===== src/rtl/spi_pkg.sv =====
// Shared SPI definitions: transfer state encoding and SCLK divider sizing.
// Used by the SPI master and the companion slave block.
package spi_pkg;

    typedef enum logic [1:0] {
        S_IDLE,
        S_LEAD,
        S_XFER,
        S_TRAIL
    } spi_state_t;

    function automatic int half_cycles(input int clk_freq, input int spi_freq);
        return clk_freq / (2 * spi_freq);
    endfunction

endpackage


===== src/rtl/spi_clk_div.sv =====
// SCLK half-period timer: one-cycle tick every HALF clocks while enabled.
// Held at zero while cleared so the first tick lands exactly HALF cycles in.
module spi_clk_div #(
    parameter int HALF = 5
) (
    input  logic clk,
    input  logic arstn,
    input  logic i_clr,
    input  logic i_en,
    output logic o_tick
);

    localparam int CW = (HALF > 1) ? $clog2(HALF) : 1;

    logic [CW-1:0] r_cnt;
    logic          w_wrap;

    assign w_wrap = (r_cnt == CW'(HALF - 1));
    assign o_tick = i_en && !i_clr && w_wrap;

    always_ff @(posedge clk or negedge arstn) begin
        if (!arstn) begin
            r_cnt <= '0;
        end else if (i_clr) begin
            r_cnt <= '0;
        end else if (i_en) begin
            r_cnt <= w_wrap ? '0 : r_cnt + 1'b1;
        end
    end

endmodule


===== src/rtl/spi_master_mc.sv =====
// Multi-slave full-duplex SPI master with per-transfer mode, length,
// bit order and one-hot chip select.
module spi_master_mc
    import spi_pkg::*;
#(
    parameter int CLK_FREQ   = 50_000_000,
    parameter int SPI_FREQ   = 5_000_000,
    parameter int DATA_WIDTH = 8,
    parameter int NUM_CS     = 4,
    localparam int CSW = (NUM_CS > 1) ? $clog2(NUM_CS) : 1,
    localparam int LW  = $clog2(DATA_WIDTH + 1)
) (
    input  logic                  clk,
    input  logic                  arstn,
    input  logic                  start,
    input  logic [CSW-1:0]        cs_sel,
    input  logic                  cpol,
    input  logic                  cpha,
    input  logic                  lsb_first,
    input  logic [LW-1:0]         len,
    input  logic [DATA_WIDTH-1:0] data_send,
    output logic                  busy,
    output logic                  done,
    output logic                  err,
    output logic [DATA_WIDTH-1:0] data_recv,
    output logic                  sclk,
    output logic                  mosi,
    input  logic                  miso,
    output logic [NUM_CS-1:0]     cs_n
);

    localparam int HALF = half_cycles(CLK_FREQ, SPI_FREQ);
    localparam int EW   = LW + 1;

    spi_state_t            r_state;
    logic                  r_busy;
    logic                  r_done;
    logic                  r_err;
    logic                  r_sclk;
    logic                  r_mosi;
    logic [NUM_CS-1:0]     r_cs_n;
    logic [DATA_WIDTH-1:0] r_tx;
    logic [DATA_WIDTH-1:0] r_rx;
    logic [DATA_WIDTH-1:0] r_recv;
    logic [LW-1:0]         r_len;
    logic                  r_cpha;
    logic                  r_lsb;
    logic [EW-1:0]         r_edge;

    logic                  w_tick;
    logic                  w_idle;
    logic                  w_cs_bad;
    logic                  w_accept;
    logic [LW-1:0]         w_len;
    logic [DATA_WIDTH-1:0] w_tx_al;
    logic [DATA_WIDTH-1:0] w_tx_ld;
    logic                  w_first;
    logic                  w_bit;
    logic [DATA_WIDTH-1:0] w_tx_pop;
    logic [DATA_WIDTH-1:0] w_rx_nxt;
    logic [EW-1:0]         w_edge_nxt;
    logic [EW-1:0]         w_last;
    logic                  w_sample;
    logic                  w_shift;

    spi_clk_div #(
        .HALF (HALF)
    ) u_div (
        .clk    (clk),
        .arstn  (arstn),
        .i_clr  (w_idle),
        .i_en   (!w_idle),
        .o_tick (w_tick)
    );

    assign w_idle   = (r_state == S_IDLE);
    assign w_cs_bad = (32'(cs_sel) >= 32'(NUM_CS));
    assign w_accept = w_idle && start && !r_done && !w_cs_bad;

    assign w_len = (len == '0 || 32'(len) > DATA_WIDTH)
                 ? LW'(DATA_WIDTH) : len;

    // MSB-first words are left-aligned so the shift-out bit is always the MSB
    assign w_tx_al = lsb_first ? data_send
                               : data_send << (DATA_WIDTH - 32'(w_len));
    assign w_first = lsb_first ? w_tx_al[0] : w_tx_al[DATA_WIDTH-1];
    assign w_tx_ld = cpha ? w_tx_al
                          : (lsb_first ? w_tx_al >> 1 : w_tx_al << 1);

    assign w_bit    = r_lsb ? r_tx[0] : r_tx[DATA_WIDTH-1];
    assign w_tx_pop = r_lsb ? r_tx >> 1 : r_tx << 1;
    assign w_rx_nxt = r_lsb
                    ? ((r_rx >> 1) | (DATA_WIDTH'(miso) << (r_len - 1'b1)))
                    : {r_rx[DATA_WIDTH-2:0], miso};

    // Edge numbers run 1..2*len; parity picks sample vs shift per CPHA
    assign w_edge_nxt = r_edge + 1'b1;
    assign w_last     = {r_len, 1'b0};
    assign w_sample   = r_cpha ? ~w_edge_nxt[0] : w_edge_nxt[0];
    assign w_shift    = r_cpha ? w_edge_nxt[0]
                               : (~w_edge_nxt[0] && (w_edge_nxt != w_last));

    always_ff @(posedge clk or negedge arstn) begin
        if (!arstn) begin
            r_state <= S_IDLE;
            r_busy  <= 1'b0;
            r_done  <= 1'b0;
            r_err   <= 1'b0;
            r_sclk  <= 1'b0;
            r_mosi  <= 1'b0;
            r_cs_n  <= '1;
            r_tx    <= '0;
            r_rx    <= '0;
            r_recv  <= '0;
            r_len   <= '0;
            r_cpha  <= 1'b0;
            r_lsb   <= 1'b0;
            r_edge  <= '0;
        end else begin
            r_done <= 1'b0;
            r_err  <= 1'b0;
            unique case (r_state)
                S_IDLE: begin
                    if (start && !r_done && w_cs_bad) begin
                        r_err <= 1'b1;
                    end
                    if (w_accept) begin
                        r_state <= S_LEAD;
                        r_busy  <= 1'b1;
                        r_cs_n  <= ~(NUM_CS'(1) << cs_sel);
                        r_sclk  <= cpol;
                        r_len   <= w_len;
                        r_cpha  <= cpha;
                        r_lsb   <= lsb_first;
                        r_edge  <= '0;
                        r_rx    <= '0;
                        r_tx    <= w_tx_ld;
                        r_mosi  <= cpha ? 1'b0 : w_first;
                    end
                end
                S_LEAD, S_XFER: begin
                    if (w_tick) begin
                        r_sclk  <= ~r_sclk;
                        r_edge  <= w_edge_nxt;
                        r_state <= (w_edge_nxt == w_last) ? S_TRAIL : S_XFER;
                        if (w_sample) begin
                            r_rx <= w_rx_nxt;
                        end
                        if (w_shift) begin
                            r_mosi <= w_bit;
                            r_tx   <= w_tx_pop;
                        end
                    end
                end
                S_TRAIL: begin
                    if (w_tick) begin
                        r_state <= S_IDLE;
                        r_busy  <= 1'b0;
                        r_done  <= 1'b1;
                        r_cs_n  <= '1;
                        r_recv  <= r_rx;
                        r_mosi  <= 1'b0;
                    end
                end
            endcase
        end
    end

    assign busy      = r_busy;
    assign done      = r_done;
    assign err       = r_err;
    assign data_recv = r_recv;
    assign sclk      = r_sclk;
    assign mosi      = r_mosi;
    assign cs_n      = r_cs_n;

endmodule


===== config.mk =====
export PLATFORM = sky130hd
export DESIGN_NAME = spi_master_mc
export DESIGN_NICKNAME = d
export VERILOG_FILES = /design/src/rtl/spi_pkg.sv /design/src/rtl/spi_clk_div.sv /design/src/rtl/spi_master_mc.sv
export SDC_FILE = /design/constraint.sdc
export NUM_CORES = 1
export LEC_CHECK = 0
export BUFFER_PORTS_ARGS = -buffer_cell sky130_fd_sc_hd__clkbuf_2
export CORE_MARGIN = 2
export CORE_UTILIZATION = 55
export DETAILED_ROUTE_END_ITERATION = 6
export PLACE_DENSITY = 0.87
export SYNTH_ARGS = -nofsm -noshare
export SYNTH_HDL_FRONTEND = slang
export SYNTH_HIERARCHICAL = 1
export SYNTH_SLANG_ARGS = --single-unit

===== constraint.sdc =====
create_clock -name clk -period 3.2 [get_ports clk]
set_input_delay 0.32 -clock clk [delete_from_list [all_inputs] [get_ports clk]]
set_output_delay 0.32 -clock clk [all_outputs]
set_load 0.02 [all_outputs]

==> results.json <==
{
  "max_freq_mhz": 387,
  "hpwl_um": 5000,
  "cp-end-kind": "flip-flop",
  "crit_end": "r_tx[6]$_DFFE_PN0P_",
  "fin_crit_ns": 2.58,
  "io_pins": 38,
  "drt_iter0_markers": 239,
  "core_area_mm2": 0.00554,
  "netlist_instances": 357,
  "vias": 2706,
  "routed_wl_um": 6780,
  "syn_area_per_cell_um2": 8.94,
  "die_h_um": 80.2,
  "cap_violations": 0,
  "dp_slack_ns": 0.332,
  "ys_types": 67,
  "final_hold_viol_count": 0,
  "cp-startpoint": "r_state[0]$_DFFE_PN0P_",
  "grt_max_degree": 47,
  "final_cell_mix": "nand2_1, dfrtp_1, clkbuf_2, o21ai_0, nor2_1",
  "yosys_warnings": 6,
  "power.density_mw_per_mm2": 825,
  "ys_ff_latch": 48,
  "antenna_left": 0,
  "start_kind": "flip-flop",
  "fin_cells": 458,
  "wl_per_cell_um": 14.8,
  "synth_flop_cell": "dfrtp_1",
  "r2r-start": "r_state[0]$_DFFE_PN0P_",
  "whs_ns": 0.208,
  "period_share_pct": 80.7,
  "setup_viol": 0,
  "crit_required_ns": 3.42,
  "power_mw": 2.92,
  "crit_type": "reg -> reg",
  "root_buffer": "clkbuf_8",
  "synth_edf_count": 0,
  "path_clk_slew_ns": 0.09,
  "tightest_slew_ns": 1.10,
  "cts_buffers": 5,
  "drive_gt1_share_pct": 21.5,
  "max-vdd-ir-drop_mv": 0.428,
  "leakage_nw": 1.62,
  "clk_latency_ns": 0.30,
  "synthesis.nets": 385,
  "reg2reg_setup_slack_ns": 0.62,
  "rows": 27,
  "reg2reg_depth": 11,
  "grt_overflow": 0,
  "cts_hold_buf": 0,
  "rsz0062_at_grt": "no",
  "clock_sinks": 48,
  "dp.cells": 450,
  "fin_nets": 413,
  "skew_ns": 0.00800,
  "maxSlewViolCount": 0,
  "grt.total_usage_pct": 22.9,
  "max_slew_margin_pct": 26.9,
  "dieArea_mm2": 0.00643,
  "worstPathArrival_ns": 2.81,
  "final_common_cell": "nand2_1",
  "area_delta_synth_final_pct": 10.7,
  "htreeDepth": 2,
  "portBuffers": 36,
  "num_antenna_cells": 0,
  "setup_tns_ns": 0,
  "yosysSeqAreaShare_pct": 37.8,
  "ys_async_sr_fraction_pct": 100,
  "status": "finished, final reports clean",
  "grt_pass1_wl_um": 11700,
  "antenna_found_initial": 0,
  "post_cts_buffers": 0,
  "crit_fanout": 16,
  "initial_utilization_pct": 57.6,
  "grt_pass1_vias": 2530,
  "place.gp.congestion": 0.917,
  "drt_pass1_iterations": 4,
  "viasPerCell": 5.91,
  "hp-class": "in -> async",
  "worstReg2RegEnd": "r_tx[6]$_DFFE_PN0P_",
  "layout_setup_ws_ns": 0.619,
  "dieWidth_um": 80.2,
  "syn_area_mm2": 0.00319,
  "cts_max_path_buffers": 2,
  "cts-resized-gates": 0,
  "cts_tree": "built",
  "drc": 0
}
## worst max-delay path, stage by stage (launching register included)
cell	delay, ns
dfrtp_1	0.38
inv_1	0.06
ha_1	0.31
inv_1	0.28
nor3b_1	0.23
buf_4	0.17
inv_1	0.05
nand2_1	0.06
o211ai_1	0.11
a31o_2	0.37
or3b_1	0.38
o211ai_1	0.09
## synth_stat cells (4+ instances only)
library cell  number  area (um^2)
inv_1             18         67.6
nand2b_1           6         37.5
a21oi_1           16         80.1
a22oi_1            4         30.0
o21ai_0           32          160
dfrtp_1           44         1100
or3_1              5         31.3
nand3_1            9         45.0
xnor2_1            5         43.8
mux2_2            15          169
nor2_1            20         75.1
nor3_1            13         65.1
xor2_1             5         43.8
dfstp_2            4          105
clkbuf_1          14         52.6
ha_1               7         87.6
nand2_1           50          188
a31oi_1            6         37.5
mux2i_1           14          140
## stage by stage
step           utilization, %  instance area [um^2]
6_report                 63.8                  3530
5_1_grt                  63.8                  3530
4_1_cts                  63.8                  3530
3_5_place_dp             61.5                  3410
3_3_place_gp             61.5                  3410
2_1_floorplan               -                  3190
## report_power, final
group	total, mW	leakage, nW	internal (mW)	switching [mW]
registers	1.08	0.617	0.850	0.229
logic	1.36	0.940	0.581	0.783
clock network	0.473	0.0645	0.276	0.197
## area by class of cell
cell class              instances  area, um^2
flip-flops and latches         48        1210
multi-input cells             269        1810
inverters                      19        76.3
clock buffers                   7        96.3
repair buffers                 42         225
well taps                      72        90.1
fillers                       476        2010
clock inverters                 1        30.0
## sequential cells by signal (all words and copies together) (netlist names)
name         cells
r_state          2
r_rx             8
r_edge           5
r_tx             8
r_len            4
r_cpha           1
mosi             1
data_recv        8
busy             1
r_lsb            1
cs_n             4
done             1
sclk             1
u_div/r_cnt      3
## worst min-delay path by stage
stage,startpoint,endpoint,slack [ns],depth (start not counted)
4_1_cts,cs_sel[1],cs_n[2]$_DFFE_PN1P_,0.20,2
6_report,arstn,data_recv[3]$_DFFE_PN0P_,0.21,1
5_1_grt,cs_sel[1],cs_n[2]$_DFFE_PN1P_,0.23,2
2_1_floorplan,arstn,busy$_DFFE_PN0P_,0.02,0
3_3_place_gp,sclk$_DFFE_PN0P_,sclk$_DFFE_PN0P_,0.48,2
3_5_place_dp,cs_n[2]$_DFFE_PN1P_,cs_n[2]$_DFFE_PN1P_,0.49,2
## kinds of logic (layout without fill, tap and decap cells)
logic type,Yosys count,count (layout),share of synthesized area (%)
and+or+nand+nor,124,124,18.9
AOI/OAI and AO/OA,94,94,20.0
DFF,48,48,37.8
buffers and inverters,40,69,5.49
muxes,31,31,10.6
xor gates and xnor gates,12,12,4.31
adders and majority gates,7,7,2.74
other,1,1,0.117
## routing by layer
metal | GRT usage (%) | part of all wire, % | routed length, um | vias up
li1 | - | - | - | 1342
met3 | 3.48 | 4.8 | 324 | 6
met2 | 38.7 | 49 | 3300 | 78
met5 | 0 | 0 | 0 | -
met4 | 6.78 | 0.97 | 66 | 0
met1 | 30.3 | 46 | 3090 | 1280
No activity file was read; power rests on OpenSTA's default activity.
